==> config.mk <==
export PLATFORM = sky130hd
export DESIGN_NAME = neuron_mac
export DESIGN_NICKNAME = d
export VERILOG_FILES = /design/src/rtl/neuron_mac.sv
export SDC_FILE = /design/constraint.sdc
export NUM_CORES = 1
export LEC_CHECK = 0
export CAP_MARGIN = 15
export CORE_UTILIZATION = 45
export CTS_CLUSTER_SIZE = 25
export DETAILED_ROUTE_END_ITERATION = 8
export PLACE_DENSITY_LB_ADDON = 0.1
export SLEW_MARGIN = 20
export SYNTH_ARGS = -nofsm -noshare
export SYNTH_HDL_FRONTEND = slang
export SYNTH_SLANG_ARGS = --single-unit
export TNS_END_PERCENT = 1
==> constraint.sdc <==
create_clock -name clk -period 7.78 [get_ports clk]
set_input_delay 0.778 -clock clk [delete_from_list [all_inputs] [get_ports clk]]
set_output_delay 0.778 -clock clk [all_outputs]
set_load 0.02 [all_outputs]
==> src/rtl/neuron_mac.sv <==
// Multiply-accumulate core of one neuron: per-sample weight multiply, biased saturating
// accumulation over numWeight samples, and a registered sum qualified by outvalid.
module neuron_mac #(
  parameter int unsigned dataWidth = 16,
  parameter int unsigned numWeight = 4
) (
  input  logic                         clk,
  input  logic                         rst,
  input  logic [dataWidth-1:0]         myinput,
  input  logic                         myinputValid,
  input  logic                         weightValid,
  input  logic [$clog2(numWeight)-1:0] weightAddr,
  input  logic [dataWidth-1:0]         weightIn,
  input  logic                         biasValid,
  input  logic [2*dataWidth-1:0]       biasIn,
  output logic [2*dataWidth-1:0]       sum,
  output logic                         outvalid
);

  localparam int unsigned AddrW = $clog2(numWeight);
  localparam int unsigned ProdW = 2 * dataWidth;
  localparam logic [AddrW-1:0] LastIdx = AddrW'(numWeight - 1);
  localparam logic [ProdW-1:0] SatMax  = {1'b0, {(ProdW - 1){1'b1}}};
  localparam logic [ProdW-1:0] SatMin  = {1'b1, {(ProdW - 1){1'b0}}};

  logic [dataWidth-1:0] weight_q [numWeight];
  logic [dataWidth-1:0] weight_d [numWeight];
  logic [ProdW-1:0]     bias_q, bias_d;
  logic [AddrW-1:0]     cnt_q, cnt_d;
  logic                 p1_valid_q, p1_valid_d;
  logic                 first_q, first_d;
  logic                 last_q, last_d;
  logic [ProdW-1:0]     prod_q, prod_d;
  logic [ProdW-1:0]     acc_q, acc_d;
  logic [ProdW-1:0]     sum_q, sum_d;
  logic                 outvalid_q, outvalid_d;

  logic [ProdW-1:0]     in_ext, w_ext;
  logic [ProdW-1:0]     base;
  logic [ProdW:0]       add_ext;
  logic [ProdW-1:0]     acc_new;

  // Storage writes; the datapath reads the registered copy, so same-index writes see old data.
  always_comb begin
    bias_d = biasValid ? biasIn : bias_q;
    for (int i = 0; i < int'(numWeight); i++) begin
      weight_d[i] = weight_q[i];
      if (weightValid && (weightAddr == AddrW'(i))) begin
        weight_d[i] = weightIn;
      end
    end
  end

  // Stage 1: sign-extend both operands so the low ProdW bits hold the signed product.
  always_comb begin
    in_ext     = {{dataWidth{myinput[dataWidth-1]}}, myinput};
    w_ext      = {{dataWidth{weight_q[cnt_q][dataWidth-1]}}, weight_q[cnt_q]};
    cnt_d      = cnt_q;
    p1_valid_d = myinputValid;
    prod_d     = prod_q;
    first_d    = first_q;
    last_d     = last_q;
    if (myinputValid) begin
      cnt_d   = (cnt_q == LastIdx) ? '0 : cnt_q + AddrW'(1);
      prod_d  = in_ext * w_ext;
      first_d = (cnt_q == '0);
      last_d  = (cnt_q == LastIdx);
    end
  end

  // Stage 2: one guard bit detects overflow; clamping is per addition.
  always_comb begin
    base    = first_q ? bias_q : acc_q;
    add_ext = {base[ProdW-1], base} + {prod_q[ProdW-1], prod_q};
    if (add_ext[ProdW] != add_ext[ProdW-1]) begin
      acc_new = add_ext[ProdW] ? SatMin : SatMax;
    end else begin
      acc_new = add_ext[ProdW-1:0];
    end
    acc_d      = acc_q;
    sum_d      = sum_q;
    outvalid_d = 1'b0;
    if (p1_valid_q) begin
      acc_d = acc_new;
      if (last_q) begin
        sum_d      = acc_new;
        outvalid_d = 1'b1;
      end
    end
  end

  always_ff @(posedge clk) begin
    if (rst) begin
      for (int i = 0; i < int'(numWeight); i++) begin
        weight_q[i] <= '0;
      end
      bias_q     <= '0;
      cnt_q      <= '0;
      p1_valid_q <= 1'b0;
      first_q    <= 1'b0;
      last_q     <= 1'b0;
      prod_q     <= '0;
      acc_q      <= '0;
      sum_q      <= '0;
      outvalid_q <= 1'b0;
    end else begin
      weight_q   <= weight_d;
      bias_q     <= bias_d;
      cnt_q      <= cnt_d;
      p1_valid_q <= p1_valid_d;
      first_q    <= first_d;
      last_q     <= last_d;
      prod_q     <= prod_d;
      acc_q      <= acc_d;
      sum_q      <= sum_d;
      outvalid_q <= outvalid_d;
    end
  end

  assign sum      = sum_q;
  assign outvalid = outvalid_q;

endmodule

==> results by group <==
Synthesis
  • FF+latch count, synth: 198
  • Most common cell in the netlist: nand2_1
  • Synth async-reset ratio: 0%
  • Post-Synth XOR/XNOR Area: under 10%
  • Syn_nets: between 2,000 and 3,000
  • Simple-gate share of the synthesized area: 15.8%
  • YS warnings: 0
  • Sequential fraction of the synthesis area: around 20%
  • EDFF count, synth: 0
  • Post-synthesis mux area share: about 7%
  • Synth area leader: fa_1
  • Top cell type's share of synthesized area: between 20% and 30%
  • Synth Area in Adders: 34.8%
  • Synth Cell Area: 0.0193 sq mm
  • Synth Area per Inst: slightly below 9 sq um
  • Distinct cells, synth: 71
  • Ys flop type: dfxtp_1
  • Main combinational cell family by area after synthesis: adder cells
  • Top post-synthesis cells by count: nand2_1 (343), inv_1 (301), fa_1 (263)
  • Mapped Cells: 2,182
  • Compound-Gate Fraction of Synth Area: a little over a tenth
  • Synth area leaders: fa_1 (27%), dfxtp_1 (21%), ha_1 (7.5%)

Final layout
  • Layout cells sized above 1: between 6 and 7%
  • Multi-input gate area: around 0.014 sq mm
  • Final Core Density: approximately half
  • Final net count: 2,676
  • Register area: just under 0.004 sq mm
  • ANT cells: 0
  • Fill cell count: around 4,000
  • Finished layout cell area: 0.0214 sq mm
  • Layout Area Growth over Synthesis: 10.5%

Clocking
  • Clock-pin slew on the worst setup and hold paths: 0.08 ns
  • Clk buf depth: 2
  • # clock sinks: between 150 and 200
  • Num CTS Buffers: 17
  • CTS tree: built
  • Clk_lat worst skew: about 0.47 ns
  • H-tree depth: 4
  • Clk root buf: clkbuf_16
  • Postcts setup bufs: 0
  • Cts repair resizes: 0
  • # hold bufs at CTS: 0

Critical path
  • Worst endpoint data arrival time: between 7 and 8 ns
  • Cell Chain, Critical Path: buf_12 -> mux4_2 -> nand2_1 -> inv_1 -> fa_1 -> fa_1 -> fa_1 -> fa_1 -> fa_1 -> inv_1 -> fa_1 -> inv_1 -> ha_1 -> a21o_1 -> a21oi_1 -> nand2b_1 -> a311oi_2 -> nor4_1 -> o31a_1 -> nor3_1 -> o22ai_1 -> nor2b_1
  • Reg2reg start: cnt_q[0]
  • Startpoint types: flop
  • R2R Path End: prod_q[29]
  • Endpoint required time on the critical path: between 8 and 9 ns
  • Worst reg-to-reg path cell count: 22
  • CP top delay family: adder cells
  • Reg2Reg Setup Slack: between 0.5 and 0.6 ns
  • CP Capture Type: flop
  • WS Path Type: reg -> reg
  • Most frequent CP cell: fa_1
  • Max incr delay on CP: roughly 0.76 ns
  • Worst path buffer plus inverter count: 4
  • Levels on crit path: 22
  • CP max-delay cell: mux4_2
  • Crit-path max FO: 21

Timing
  • Slew @ Worst Pin: between 1 and 1.5 ns
  • RSZ-0062 raised after global routing: no
  • Fin Setup TNS: 0 ns
  • Rel. slew slack: a little over a quarter
  • Final hold viol count: 0
  • Fin Clk Skew: 0.0137 ns
  • Fin. max-slew vios: 0
  • Final period utilization: 93.4%
  • # setup viols final: 0
  • Maximum clock frequency: approximately 0.14 GHz
  • Final Critical Period: roughly 7.3 ns

Routing
  • First DRT Iteration DRCs: 904
  • Drt total wl: approximately 51,000 um
  • Wire length per cell: about 19 um
  • Via count: between 10,000 and 15,000
  • Residual DRC: 0
  • Via density: ~5.3
  • DRT Pass-1 Iters: 7
  • Antenna Nets Post-Route: 0

Pwr
  • Pwr per Cell Area: roughly 170 mW/mm^2
  • Leakage power: between 9 and 10 nW
  • Peak supply drop: 0.000151 V

Floorplan
  • Die footprint: 0.0438 sq mm
  • Rows: between 70 and 80
  • Die X: 209 um
  • Initial Util: between 40% and 50%
  • Ports: ~100
  • Core Region: between 0.04 and 0.05 sq mm
  • Die H: 209 um

Global route
  • Vias in the first global route: about 15,000
  • Gr ovfl total: 0
  • First-pass GRT wire length: between 80,000 and 90,000 um
  • Antenna violations before repair: 2
  • Total GRT Usage: 24.4%
  • Largest net degree at the start of global routing: between 70 and 80

Job
  • MaxCap Viol Count: 0

Hold path
  • Min-delay worst type: reg -> reg
  • Hold Path Origin: acc_q[12]
  • WHS Endpoint: acc_q[12]
  • Worst hold path depth: 2

Outcome
  • Outcome: complete, no violations

Placement
  • Placed cell area: 0.0208 sq mm
  • Placer Congestion: between 0.8 and 0.9
  • I/O Buffers: between 100 and 150
  • Detail Placement HPWL: between 40,000 and 50,000 um
-- state kept, by name, summed over array words and instances, names as in the netlist --
signal,count
acc_q,32
cnt_q,2
p1_valid_q,1
first_q,1
last_q,1
prod_q,32
bias_q,32
outvalid,1
weight_q,64
sum,32
-- cells in the final DEF, fill, tap and decap left out, types with 6 or more instances in the layout --
cell / instances
buf_4: 24
a211oi_1: 9
o211ai_1: 10
nand4_1: 8
and3_1: 8
or2_2: 6
xor2_1: 22
clkbuf_16: 17
nand2_1: 343
nand2b_1: 15
nor3_1: 11
clkdlybuf4s50_1: 100
mux2_2: 32
nor2_1: 134
o21ai_0: 80
a21o_1: 25
mux2i_1: 66
and2_1: 119
a21oi_1: 146
xnor2_1: 40
inv_1: 301
ha_1: 116
mux4_2: 15
o21ai_1: 9
o21bai_1: 8
dfxtp_1: 198
fa_1: 263
a31oi_1: 13
nand3_1: 6
-- power breakdown --
| part | total, mW | internal [mW] | switching (mW) |
|---|---|---|---|
| logic | 1.62 | 0.631 | 0.991 |
| registers | 1.16 | 1.10 | 0.0652 |
| clock network | 0.873 | 0.448 | 0.425 |
-- through the flow --
step           std cells  hold WS (ns)  worst slack (ns)  power, mW
6_report            2778         0.446             0.512       3.66
5_1_grt             2778         0.469             0.157       3.93
4_1_cts             2778         0.453             0.542       3.70
3_5_place_dp        2746         0.439             0.269       2.82
3_3_place_gp        2746         0.429             0.389       2.80
2_1_floorplan       2182         0.421             0.808       2.34
-- area by class of cell --
cell class | instances | area share (%)
Multi-Input combinational cell | 1581 | 64.6
Timing Repair Buffer | 127 | 5.67
Clock buffer | 17 | 1.99
Sequential cell | 198 | 18.6
Clock inverter | 15 | 0.680
Inverter | 301 | 5.29
Tap cell | 539 | 3.16
-- cells by family (layout without fill, tap and decap cells) --
| logic type | Yosys count | count (layout) |
|---|---|---|
| and+or+nand+nor | 674 | 674 |
| adders and majority gates | 380 | 380 |
| buffers and inverters | 403 | 460 |
| AOI/OAI and AO/OA | 351 | 351 |
| DFF | 198 | 198 |
| muxes | 113 | 113 |
| xor gates and xnor gates | 63 | 63 |
-- worst min-delay path, delay by kind of cell, from the launching register on --
family | cells | cell delay [ns]
and+or+nand+nor | 1 | 0.04
DFF | 1 | 0.32
AOI/OAI and AO/OA | 1 | 0.05
-- how the worst max path moves through the flow --
stage / start / to
floorplan: cnt_q[1] / prod_q[29]
global placement: myinput[15] / prod_q[30]
detailed placement: myinput[5] / prod_q[29]
CTS: cnt_q[0] / prod_q[29]
global route: cnt_q[0] / prod_q[29]
finish: cnt_q[0] / prod_q[29]
-- per-layer routing --
metal,track usage [%],vias up,share of wire [%],routed length [um]
li1,-,7048,-,-
met1,33.5,7470,46,23500
met2,41.1,283,49,25300
met3,3.04,45,3.5,1790
met4,5.27,0,1.5,795
met5,0,-,0,0
Power figures use the tool's default switching activity.
